### config.mk
export PLATFORM = sky130hd
export DESIGN_NAME = instr_fetch_ctrl
export DESIGN_NICKNAME = d
export VERILOG_FILES = /design/src/rtl/mips_pkg.sv /design/src/rtl/fetch_fifo.sv /design/src/rtl/instr_fetch_ctrl.sv
export SDC_FILE = /design/constraint.sdc
export NUM_CORES = 1
export LEC_CHECK = 0
export BUFFER_PORTS_ARGS = -buffer_cell sky130_fd_sc_hd__buf_2
export CORE_MARGIN = 4
export CORE_UTILIZATION = 30
export CTS_BUF_LIST = sky130_fd_sc_hd__clkbuf_4 sky130_fd_sc_hd__clkbuf_8 sky130_fd_sc_hd__clkbuf_16
export DETAILED_ROUTE_END_ITERATION = 7
export MAX_ROUTING_LAYER = met4
export PLACE_DENSITY = 0.56
export SKIP_LAST_GASP = 1
export SYNTH_ARGS = -nofsm -noshare
export SYNTH_HDL_FRONTEND = slang
export SYNTH_HIERARCHICAL = 1
export SYNTH_SLANG_ARGS = --single-unit
### constraint.sdc
create_clock -name clk -period 4.4 [get_ports clk]
set_clock_uncertainty 0.05 [all_clocks]
set_input_delay 0.22 -clock clk [delete_from_list [all_inputs] [get_ports clk]]
set_output_delay 0.22 -clock clk [all_outputs]
set_load 0.02 [all_outputs]
### src/rtl/mips_pkg.sv
// Shared types and constants for the instruction fetch path.
package mips_pkg;

  localparam int unsigned WORD_W     = 32;
  localparam int unsigned FIFO_DEPTH = 2;
  localparam int unsigned CNT_W      = 2;

  localparam logic [WORD_W-1:0] RESET_PC_DEF = 32'h0000_0000;

  typedef enum logic {
    ST_RUN   = 1'b0,
    ST_FAULT = 1'b1
  } fetch_state_e;

  typedef struct packed {
    logic [WORD_W-1:0] pc;
    logic [WORD_W-1:0] instr;
  } fetch_entry_t;

  function automatic logic addr_misaligned(input logic [WORD_W-1:0] addr);
    return addr[1:0] != 2'b00;
  endfunction

endpackage

### src/rtl/fetch_fifo.sv
// Two-entry FIFO of fetched {pc, instr} pairs; flush wins over push.
module fetch_fifo
  import mips_pkg::*;
#(
  parameter int unsigned DEPTH = FIFO_DEPTH
) (
  input  logic             clk,
  input  logic             reset,
  input  logic             push_i,
  input  logic             pop_i,
  input  logic             flush_i,
  input  fetch_entry_t     wr_entry_i,
  output fetch_entry_t     head_o,
  output logic             empty_o,
  output logic [CNT_W-1:0] count_o
);

  fetch_entry_t     mem_q [FIFO_DEPTH];
  logic             rd_ptr_q;
  logic             wr_ptr_q;
  logic [CNT_W-1:0] cnt_q;

  logic full_c;
  logic do_pop_c;
  logic do_push_c;

  assign full_c    = (cnt_q == CNT_W'(DEPTH));
  assign empty_o   = (cnt_q == '0);
  assign do_pop_c  = pop_i && !empty_o;
  assign do_push_c = push_i && (!full_c || do_pop_c);

  always_ff @(posedge clk) begin
    if (reset) begin
      for (int i = 0; i < FIFO_DEPTH; i++) mem_q[i] <= '0;
      rd_ptr_q <= 1'b0;
      wr_ptr_q <= 1'b0;
      cnt_q    <= '0;
    end else if (flush_i) begin
      rd_ptr_q <= 1'b0;
      wr_ptr_q <= 1'b0;
      cnt_q    <= '0;
    end else begin
      if (do_push_c) begin
        mem_q[wr_ptr_q] <= wr_entry_i;
        wr_ptr_q        <= ~wr_ptr_q;
      end
      if (do_pop_c) rd_ptr_q <= ~rd_ptr_q;
      case ({do_push_c, do_pop_c})
        2'b10:   cnt_q <= cnt_q + CNT_W'(1);
        2'b01:   cnt_q <= cnt_q - CNT_W'(1);
        default: cnt_q <= cnt_q;
      endcase
    end
  end

  assign head_o  = mem_q[rd_ptr_q];
  assign count_o = cnt_q;

endmodule

### src/rtl/instr_fetch_ctrl.sv
// Fetch sequencer: owns the PC, drives instruction memory, buffers pairs toward decode,
// handles redirects and latches a sticky fault on bad fetch addresses.
module instr_fetch_ctrl
  import mips_pkg::*;
#(
  parameter logic [WORD_W-1:0] RESET_PC  = RESET_PC_DEF,
  parameter int unsigned       MEM_WORDS = 1024,
  parameter int unsigned       BUF_DEPTH = 2
) (
  input  logic              clk,
  input  logic              reset,
  output logic [WORD_W-1:0] imem_addr,
  input  logic [WORD_W-1:0] imem_instr,
  input  logic              redirect_vld,
  input  logic [WORD_W-1:0] redirect_pc,
  output logic              out_valid,
  input  logic              out_ready,
  output logic [WORD_W-1:0] out_instr,
  output logic [WORD_W-1:0] out_pc,
  output logic              fault,
  output logic [WORD_W-1:0] fault_pc,
  output logic [WORD_W-1:0] retired_cnt
);

  fetch_state_e      state_q;
  logic [WORD_W-1:0] fetch_pc_q;
  logic [WORD_W-1:0] fault_pc_q;
  logic [WORD_W-1:0] retired_q;

  fetch_entry_t      fifo_head;
  fetch_entry_t      fifo_wr;
  logic              fifo_empty;
  logic [CNT_W-1:0]  fifo_count;

  logic in_run_c;
  logic pop_c;
  logic slot_c;
  logic out_of_range_c;
  logic push_try_c;
  logic push_c;
  logic push_fault_c;
  logic flush_c;

  // A push is only "attempted" when there is room; the range check applies to that attempt.
  assign in_run_c       = (state_q == ST_RUN);
  assign pop_c          = !fifo_empty && out_ready;
  assign slot_c         = (fifo_count != CNT_W'(BUF_DEPTH)) || pop_c;
  assign out_of_range_c = (fetch_pc_q >> 2) >= WORD_W'(MEM_WORDS);
  assign push_try_c     = in_run_c && !redirect_vld && slot_c;
  assign push_c         = push_try_c && !out_of_range_c;
  assign push_fault_c   = push_try_c && out_of_range_c;
  assign flush_c        = in_run_c && redirect_vld;

  assign fifo_wr.pc    = fetch_pc_q;
  assign fifo_wr.instr = imem_instr;

  fetch_fifo #(
    .DEPTH (BUF_DEPTH)
  ) u_fifo (
    .clk        (clk),
    .reset      (reset),
    .push_i     (push_c),
    .pop_i      (pop_c),
    .flush_i    (flush_c),
    .wr_entry_i (fifo_wr),
    .head_o     (fifo_head),
    .empty_o    (fifo_empty),
    .count_o    (fifo_count)
  );

  always_ff @(posedge clk) begin
    if (reset) begin
      state_q    <= ST_RUN;
      fetch_pc_q <= RESET_PC;
      fault_pc_q <= '0;
      retired_q  <= '0;
    end else begin
      if (pop_c) retired_q <= retired_q + WORD_W'(1);
      case (state_q)
        ST_RUN: begin
          if (redirect_vld) begin
            if (addr_misaligned(redirect_pc)) begin
              state_q    <= ST_FAULT;
              fault_pc_q <= redirect_pc;
            end else begin
              fetch_pc_q <= redirect_pc;
            end
          end else if (push_fault_c) begin
            state_q    <= ST_FAULT;
            fault_pc_q <= fetch_pc_q;
          end else if (push_c) begin
            fetch_pc_q <= fetch_pc_q + WORD_W'(4);
          end
        end
        default: begin
          state_q <= ST_FAULT;
        end
      endcase
    end
  end

  // Memory sees the reset vector even before the first reset edge has landed.
  assign imem_addr   = reset ? RESET_PC : fetch_pc_q;
  assign out_valid   = !fifo_empty;
  assign out_pc      = fifo_head.pc;
  assign out_instr   = fifo_head.instr;
  assign fault       = (state_q == ST_FAULT);
  assign fault_pc    = fault_pc_q;
  assign retired_cnt = retired_q;

endmodule

# == Word level (Yosys, flattened, before mapping) ==
# Memory sizes are Yosys's and may differ from the RTL's. A register that Yosys moved wholly into a read port is not among the register bits.
# Cells that the tools add are included.
# totals
regBits,101
ramBits,128
inputBits,68
output_inout_bits,162
wordCells,70
mem_count,1
# mem_list
name,words,word_bits,rd,rd_clocked_by_memory_dff,write_ports,line_no,rtl
u_fifo.mem_q,2,64,1,1,2,fetch_fifo.sv:18,fetch_entry_t mem_q [FIFO_DEPTH];
# op_classes
n_addsub,4
n_lt_le_gt_ge,1
eq_ne,7
muxes,24
n_bitwise,3
n_reduce_logical,23
# ops
op,count
32-bit 2-to-1 mux,8
64-bit 2-to-1 mux,1
64-bit OR reduction,1
"32-bit by 1-bit adder with 32-bit output, second input constant",1
"32-bit by 3-bit adder with 32-bit output, second input constant",1
"30-bit by 11-bit greater-or-equal comparator with 1-bit output, second input constant",1
1-bit 2-to-1 mux,14
1-bit logical AND,8
2-bit nonzero test,4
"2-bit inequality test, second input constant",3
"2-bit equality test, second input constant",2
1-bit zero test,4
2-bit case mux with 2 select lines,1
4-bit AND reduction,1
1-bit inverter,3
3-bit AND reduction,1
"2-bit by 1-bit adder with 2-bit output, second input constant",1
"2-bit by 1-bit equality test with 1-bit output, second input constant",1
2-bit zero test,1
1-bit logical OR,2
"2-bit by 1-bit inequality test with 1-bit output, second input constant",1
2-bit OR reduction,1
"2-bit by 1-bit subtractor with 2-bit output, second input constant",1

# == Longest topological paths before layout ==
# Gate-level depths: netlist of the first run.
# logic_depth
depth_word,13
ltp_mapped,10
mapped_depth_nobuf,9

# == Hierarchy ==
# The synthesis of the first run kept the hierarchy.
# by_module_without_submodules
mod,n_inst,cells_per_inst,area_per_inst_um2,seq_area_each_um2
fetch_fifo,1,369,5795.6,3943.8
instr_fetch_ctrl,1,590,4947.2,1941.9

# == Worst setup path before layout of the first run ==
# No wires, ideal clock.
# synth_timing
kind,register -> register
startpoint,register fetch_pc_q[27]
endpoint,memory u_fifo/mem_q[0][0] (netlist name) (enable)
setup_time_ns,0.394
arrival_time_ns,2.635
required_ns,3.956
setup_slack_ns,1.321
path_stages_with_launch,8
path_buffers,1
synth_period_minus_slack_ns,3.079
cell_sequence,dfxtp_1 > or4_1 > nor2_2 > nand2_1 > nor2_1 > nor4b_2 > buf_4 > or2_2
# synth_lines
element,line_no,rtl
from (decl),instr_fetch_ctrl.sv:26,logic [WORD_W-1:0] fetch_pc_q;
from (signal assigned),instr_fetch_ctrl.sv:86,fetch_pc_q <= redirect_pc;
from (signal assigned),instr_fetch_ctrl.sv:92,fetch_pc_q <= fetch_pc_q + WORD_W'(4);
to (decl),fetch_fifo.sv:18,

==> qor.csv, run 1 <==
metric,value,unit
status,finished clean,
Hold Path Stages,3,
post-detail-place hpwl,20700,µm
Overflow after GRT,0,
# hold bufs at CTS,57,
Via Count,8041,
vias in the first global route,7986,
Synth top area share,0.358,
Die X,197,µm
Worst Path Max Fanout,64,
internal power,0.00419,W
Final min period,3.12,ns
"Warnings, synthesis",6,
worst slew pin tran,1.04,ns
Max Root-Sink Buffers,3,
WP data required,4.50,ns
number of synthesized flops with an enable pin,128,
Pins Over Slew Limit,0,
Mapped Cells,959,
post-synthesis async set-or-reset flop share,0,
final period utilization,0.708,
Switching Share,0.273,
area grow syn2layout,28.1,%
synthesis-stage register bit count,230,
final count of hold timing violations,0,
CTS tree,done,
total core area,35500,µm²
syn_nets,1031,
crit end category,register,
clock share of power,0.409,
top achievable clock speed,321,MHz
Pre-antenna DRT Iters,4,
sequential-to-total area share from yosys stat,0.548,
# setup viols final,0,
Worst-Skew Late Latency,0.54,ns
Flop pwr share,0.439,
Worst Reg2Reg Path Length in Cells,6,
Net Sw Power,0.00158,W
hold slack,0.0177,ns
post-route ant nets,0,
Synth area leader,edfxtp_1,
RSZ-0062 raised after global routing,no,
PostCTS Resize Cnt,0,
Post-synth top flop,edfxtp_1,
R2R setup slack,1.28,ns
Worst setup SP type,register,
drc violations,0,
worst hold endpoint,fetch_pc_q[18]$_SDFFE_PP0P_,
Reg-to-Reg End,u_fifo/mem_q[0][23]$_SDFFCE_PN0P_,
"Cell Area, Synth",10700,µm²
die height,197,µm
initial drt markers,350,
Max VDD drop,0.276,mV
pin count of the biggest net entering global routing,85,
"Avg Cell Area, Syn",11.2,µm²
routed vias/inst,4.70,
share of cells above drive strength 1,0.313,
die footprint,38900,µm²
NumNets Final,1294,
CTS buffer count,28,
Comb pwr share,0.152,
H-tree levels,1,
number of antenna violations at the first check in global routing,7,
Yosys cell types,58,
site row count,69,
HP Start,redirect_pc[18],
Power Dens Cells,419,nW/µm²
max_cap viols,0,
Routability Congestion,0.778,
Setup Buffers After CTS,0,
setup TNS,0,ns
"Reg clk slew, reported paths",0.06,ns
most frequent cells after synthesis,"and2_1, edfxtp_1, dfxtp_1",
crit path DAT,3.22,ns
top-count cell post-synth,and2_1,
Synth area leaders,"edfxtp_1, dfxtp_1, and2_1",
first-pass GRT wire length,47200,µm
Static Leak,5.49,nW
gr usage total,0.157,
"Worst Path Class, Setup",register to register,
Root Buffer,clkbuf_16,
CTS Sinks,230,
Avg WL per Cell,18.1,µm
Initial Utilization,0.303,
worst relative slew slack,0.309,
Routed WL,31000,µm
Crit Reg-Reg Startpoint,u_fifo/count_o[0]$_SDFFE_PP0P_,
I/O pins,230,
worst hold path class,primary input to register,
# port buffers,229,
[worst max-delay path by stage]
stage                                                   end                           start  depth (start not counted)
after floorplan            u_fifo/mem_q[0][0]$_SDFFCE_PN0P_     fetch_pc_q[27]$_SDFFE_PP0P_                          7
after global placement    u_fifo/mem_q[0][29]$_SDFFCE_PN0P_     fetch_pc_q[12]$_SDFFE_PP0P_                          6
after detailed placement  u_fifo/mem_q[0][23]$_SDFFCE_PN0P_  u_fifo/count_o[0]$_SDFFE_PP0P_                          6
after CTS                 u_fifo/mem_q[0][38]$_SDFFCE_PN0P_  u_fifo/count_o[0]$_SDFFE_PP0P_                          6
after global routing      u_fifo/mem_q[0][21]$_SDFFCE_PN0P_  u_fifo/count_o[0]$_SDFFE_PP0P_                          6
final                     u_fifo/mem_q[0][23]$_SDFFCE_PN0P_  u_fifo/count_o[0]$_SDFFE_PP0P_                          6
[critical path, cell delays in order (launching register included)]
cell	delay [ns]
dfxtp_1	0.46
nor2_1	0.12
nor2b_1	0.53
o21ai_2	0.17
nor2_1	0.25
nor4b_4	0.26
or2_4	0.83
[flip-flops by register name (all words and copies together), names as in the netlist, named ones only]
name	cells
fetch_pc_q	32
fault_pc	32
retired_cnt	32
u_fifo/rd_ptr_q	1
u_fifo/wr_ptr_q	1
u_fifo/count_o	2
u_fifo/mem_q	128
fault	1
[routing by layer]
| metal | up-vias | share of wire | track usage |
|---|---|---|---|
| met5 | - | 0 | - |
| met3 | 45 | 0.069 | 0.0385 |
| met4 | 0 | 0.028 | 0.0421 |
| li1 | 3952 | - | - |
| met2 | 210 | 0.45 | 0.236 |
| met1 | 3834 | 0.46 | 0.213 |
[kinds of logic (layout without fill, tap and decap cells)]
logic type,count (synthesis),count (layout),share of synthesized area
mux,77,77,0.0792
xor+xnor,28,28,0.0228
buf+inv,69,353,0.0345
other cells,0,7,0
compound gates,125,125,0.0899
fa+ha+maj,4,4,0.00466
simple gates,426,426,0.221
flops,230,230,0.548
[layout by cell type (no fill, tap or decap), types with 5 or more instances in the layout]
cell | netlist | final
xnor2_1 | 17 | 17
o21ai_0 | 23 | 23
nor3_1 | 9 | 9
clkbuf_16 | 0 | 31
a22o_1 | 8 | 8
and4_1 | 6 | 6
a21oi_1 | 31 | 31
nand2_1 | 65 | 65
nand4_1 | 5 | 5
a211oi_1 | 12 | 12
edfxtp_1 | 128 | 128
and2_1 | 132 | 132
nand3_1 | 18 | 18
mux2i_1 | 13 | 13
nand2b_1 | 27 | 27
nor4_1 | 7 | 7
dlygate4sd3_1 | 0 | 57
or3_1 | 12 | 12
clkbuf_4 | 0 | 7
inv_1 | 10 | 10
xor2_1 | 11 | 11
clkinv_2 | 0 | 5
a311oi_2 | 15 | 15
mux2_2 | 64 | 64
o31ai_1 | 11 | 11
dfxtp_1 | 102 | 101
buf_4 | 5 | 7
buf_2 | 14 | 228
a311oi_1 | 10 | 10
diode_2 | 0 | 7
nor2_1 | 79 | 79
or4_1 | 5 | 5
nor2b_1 | 33 | 33
and3_1 | 5 | 5
[layout make-up]
type / count / area, µm²
inverters: 10 / 37.5
clock inverters: 9 / 81.3
well taps: 461 / 577
diodes: 7 / 17.5
clock buffers: 42 / 883
fillers: 3497 / 21700
flip-flops and latches: 230 / 5890
multi-input cells: 660 / 4510
repair buffers: 292 / 1760
[power groups by stage]
stage	logic (W)	registers (W)	clock network [W]
final	0.000875	0.00253	0.00236
after global routing	0.000958	0.00255	0.00252
after CTS	0.000893	0.00254	0.00243
after detailed placement	0.000849	0.00258	0
after global placement	0.000845	0.00257	0
after floorplan	0.000503	0.00262	0
[through the flow]
| stage | cell area (µm²) | cells | total power, W | util | worst slack (ns) |
|---|---|---|---|---|---|
| after floorplan | 10700 | 959 | 0.00312 | - | 1.32 |
| after global placement | 12200 | 1596 | 0.00342 | 0.344 | 1.33 |
| after detailed placement | 12200 | 1596 | 0.00343 | 0.344 | 1.26 |
| after CTS | 13700 | 1704 | 0.00586 | 0.387 | 1.26 |
| after global routing | 13800 | 1711 | 0.00603 | 0.388 | 1.06 |
| final | 13800 | 1711 | 0.00577 | 0.388 | 1.28 |
Note: power is estimated with default switching activity, not from simulation.
==> run 2, diff against run 1 <==
Settings changed: ABC_AREA set to 1.
Clock period 4.4 ns to 3 ns, I/O delays scaled along.
==> run 2 against run 1 <==
Against the previous run:
- worst setup slack worse by 0.81 ns
- sequential share of layout area down 2.5 points
- first-iteration DRC count up 90%
- global-route usage up 1.7 points
- non-clock buffer count up 12
- critical endpoint is now fetch_pc_q[5]$_SDFFE_PP0P_
- largest cell class unchanged
- cell area up 6.1%
- via count up 26%
==> qor.csv, run 2 <==
metric,value,unit,change
status,finished clean,,
CTS Sinks,230,,unchanged
hold slack,0.0227,ns,+0.00498 ns
post-synthesis mux area share,0.0632,,-0.0160
post-detail-place hpwl,25100,µm,+21%
Synth top area share,0.337,,-0.0210
post-route insts no fill,2223,,+30%
Via Count,10200,,+26%
Hold Path Stages,5,,+2
site row count,71,,+2.9%
die height,203,µm,+2.9%
Worst Path Max Fanout,29,,-55%
Overflow after GRT,0,,unchanged
worst slew pin tran,0.801,ns,-0.235 ns
Avg WL per Cell,16.0,µm,-11%
Mapped Cells,1414,,+47%
share of cells above drive strength 1,0.229,,-0.0838
number of antenna violations at the first check in global routing,1,,-6
drc violations,0,,unchanged
die footprint,41200,µm²,+6.0%
most frequent cells after synthesis,"nor2_1, nand2_1, inv_1",,
H-tree levels,1,,unchanged
"commonest non-fill, non-tap cell in the layout",nor2_1,,
internal power,0.00593,W,+42%
Pins Over Slew Limit,0,,unchanged
FILL cells,3834,,+9.6%
total core area,37600,µm²,+5.9%
Synth area leader,edfxtp_1,,
gr usage total,0.174,,+0.0172
# port buffers,229,,unchanged
synthesis-stage register bit count,230,,unchanged
final period utilization,0.843,,+0.134
Post-Synth Adder-Cell Area,0.00439,,-0.000273
initial drt markers,665,,+90%
post-synthesis async set-or-reset flop share,0,,unchanged
top-count cell post-synth,nor2_1,,
Synth area leaders,"edfxtp_1, dfxtp_1, nor2_1",,
crit path DAT,2.92,ns,-0.30 ns
post-route ant nets,0,,unchanged
"Warnings, synthesis",6,,unchanged
Post-synth top flop,edfxtp_1,,
CTS buffer count,29,,+3.6%
syn_nets,1486,,+44%
simple-gate share of the synthesized area,0.273,,+0.0523
Worst setup SP type,register,,
Yosys cell types,35,,-40%
first-pass GRT wire length,56500,µm,+20%
Power Total,0.00803,W,+39%
largest family of logic cells by synthesized area,simple AND/OR/NAND/NOR gates,,
Worst-Skew Late Latency,0.55,ns,about the same
Switching Share,0.261,,-0.0117
crit end category,register,,
clock share of power,0.439,,+0.030
Synth Area in Compound Gates,0.0558,,-0.0341
XOR/XNOR Fraction of Synth Area,0.00384,,-0.0190
largest register by flop count,u_fifo/mem_q,,
RSZ-0062 raised after global routing,no,,
Die X,203,µm,+2.9%
Final min period,2.53,ns,-0.588 ns
# setup viols final,0,,unchanged
final count of hold timing violations,0,,unchanged
Routed WL,35700,µm,+15%
worst hold path class,primary input to register,,
PostCTS Resize Cnt,0,,unchanged
area grow syn2layout,27.9,%,
NumNets Final,1760,,+36%
Root Buffer,clkbuf_16,,
max FFs per register,128,,unchanged
"Worst Path Class, Setup",register to register,,
pin count of the biggest net entering global routing,78,,-8.2%
Comb pwr share,0.119,,-0.033
Net Sw Power,0.00210,W,+33%
vias in the first global route,10100,,+27%
max_cap viols,0,,unchanged
Pre-antenna DRT Iters,5,,+1
CTS tree,done,,
Max VDD drop,0.429,mV,+56%
"commonest cells after routing, fill and taps aside","nor2_1, nand2_1, buf_2",,
"Reg clk slew, reported paths",0.06,ns,about the same
Routability Congestion,0.897,,+15%
Flop pwr share,0.442,,+0.003
Worst Reg2Reg Path Length in Cells,11,,+5
placed instance area,13100,µm²,+7.0%
top achievable clock speed,396,MHz,+23%
setup TNS,0,ns,unchanged
Static Leak,6.24,nW,+14%
"Cell Area, Synth",11400,µm²,+6.2%
number of synthesized flops with an enable pin,128,,unchanged
post-route cell area,14600,µm²,+6.1%
I/O pins,230,,unchanged
worst relative slew slack,0.466,,+0.156
"Avg Cell Area, Syn",8.07,µm²,-28%
Placed Cells,2112,,+32%
WP data required,3.39,ns,-1.11 ns
Max Root-Sink Buffers,3,,unchanged
routed vias/inst,4.57,,-2.7%
Power Dens Cells,550,nW/µm²,+31%
Initial Utilization,0.304,,+0.000938
sequential-to-total area share from yosys stat,0.516,,-0.0321
-- run 2: cell types whose count changed after synthesis, moves of 28 or more --
cell,change
o21ai_0,+28
and2_1,-132
nor2_1,+254
nand2_1,+249
nand3_1,+38
inv_1,+141
nor2b_1,-33
-- run 2: critical path, stage by stage (launching register included) --
cell and delay (ns):
dfxtp_1 0.41, nor2_1 0.13, inv_2 0.07, nand2_1 0.07, a21oi_2 0.21, nand2_1 0.08, nand2_1 0.11, nand2_2 0.26
nand2_2 0.55, inv_2 0.28, nor2_1 0.15, nor2_1 0.05
-- run 2: timing repair --
item / CTS / global route
buffers inserted: 0 / 0
setup endpoints to repair: 0 / 0
endpoints found under the hold margin: 100 / 0
hold buffers: 56 / 0
-- run 2: path summary, 6_finish.rpt --
check                                 start                          to  slack, ns
max          u_fifo/count_o[1]$_SDFFE_PP0P_  fetch_pc_q[5]$_SDFFE_PP0P_       0.47
min                          redirect_pc[4]    fault_pc[4]$_SDFFE_PP0P_       0.02
max reg2reg  u_fifo/count_o[1]$_SDFFE_PP0P_  fetch_pc_q[5]$_SDFFE_PP0P_       0.47
min reg2reg       fault_pc[22]$_SDFFE_PP0P_   fault_pc[22]$_SDFFE_PP0P_       0.41
-- run 2: cells by family (layout without fill, tap and decap cells) --
family                   count (synthesis)  count (layout)
AO/OA/AOI/OAI                          120             120
XOR/XNOR                                 5               5
adder cells (fa/ha/maj)                  4               4
buffers and inverters                  220             517
flip-flops                             230             230
multiplexers                            64              64
other                                    0               1
AND/OR/NAND/NOR                        771             771
-- run 2: layout make-up --
cell class              instances  area [µm²]  area share
diodes                          1        2.50    0.000171
flip-flops and latches        230        5890       0.403
clock inverters                17         173      0.0118
multi-input cells             964        4590       0.314
inverters                     159         602      0.0412
clock buffers                  37         805      0.0551
repair buffers                304        1900       0.130
well taps                     511         639      0.0438
-- run 2: metal layers --
| metal | vias to the layer above | part of all wire | track usage |
|---|---|---|---|
| met5 | - | 0 | - |
| met4 | 0 | 0.023 | 0.0385 |
| met3 | 53 | 0.076 | 0.0406 |
| met2 | 310 | 0.45 | 0.276 |
| met1 | 4733 | 0.45 | 0.229 |
| li1 | 5073 | - | - |
-- run 2: per-stage QoR --
stage	util	setup WS, ns
floorplan	-	0.188
global placement	0.347	0.518
detailed placement	0.347	0.430
CTS	0.388	0.418
global route	0.388	0.157
finish	0.388	0.472
-- run 2: power by group through the flow --
| stage | logic (W) | clock network (W) | registers (W) |
|---|---|---|---|
| detailed placement | 0.000906 | 0 | 0.00361 |
| CTS | 0.000970 | 0.00363 | 0.00355 |
| global placement | 0.000912 | 0 | 0.00360 |
| global route | 0.00107 | 0.00376 | 0.00357 |
| finish | 0.000956 | 0.00353 | 0.00355 |
| floorplan | 0.000549 | 0 | 0.00363 |
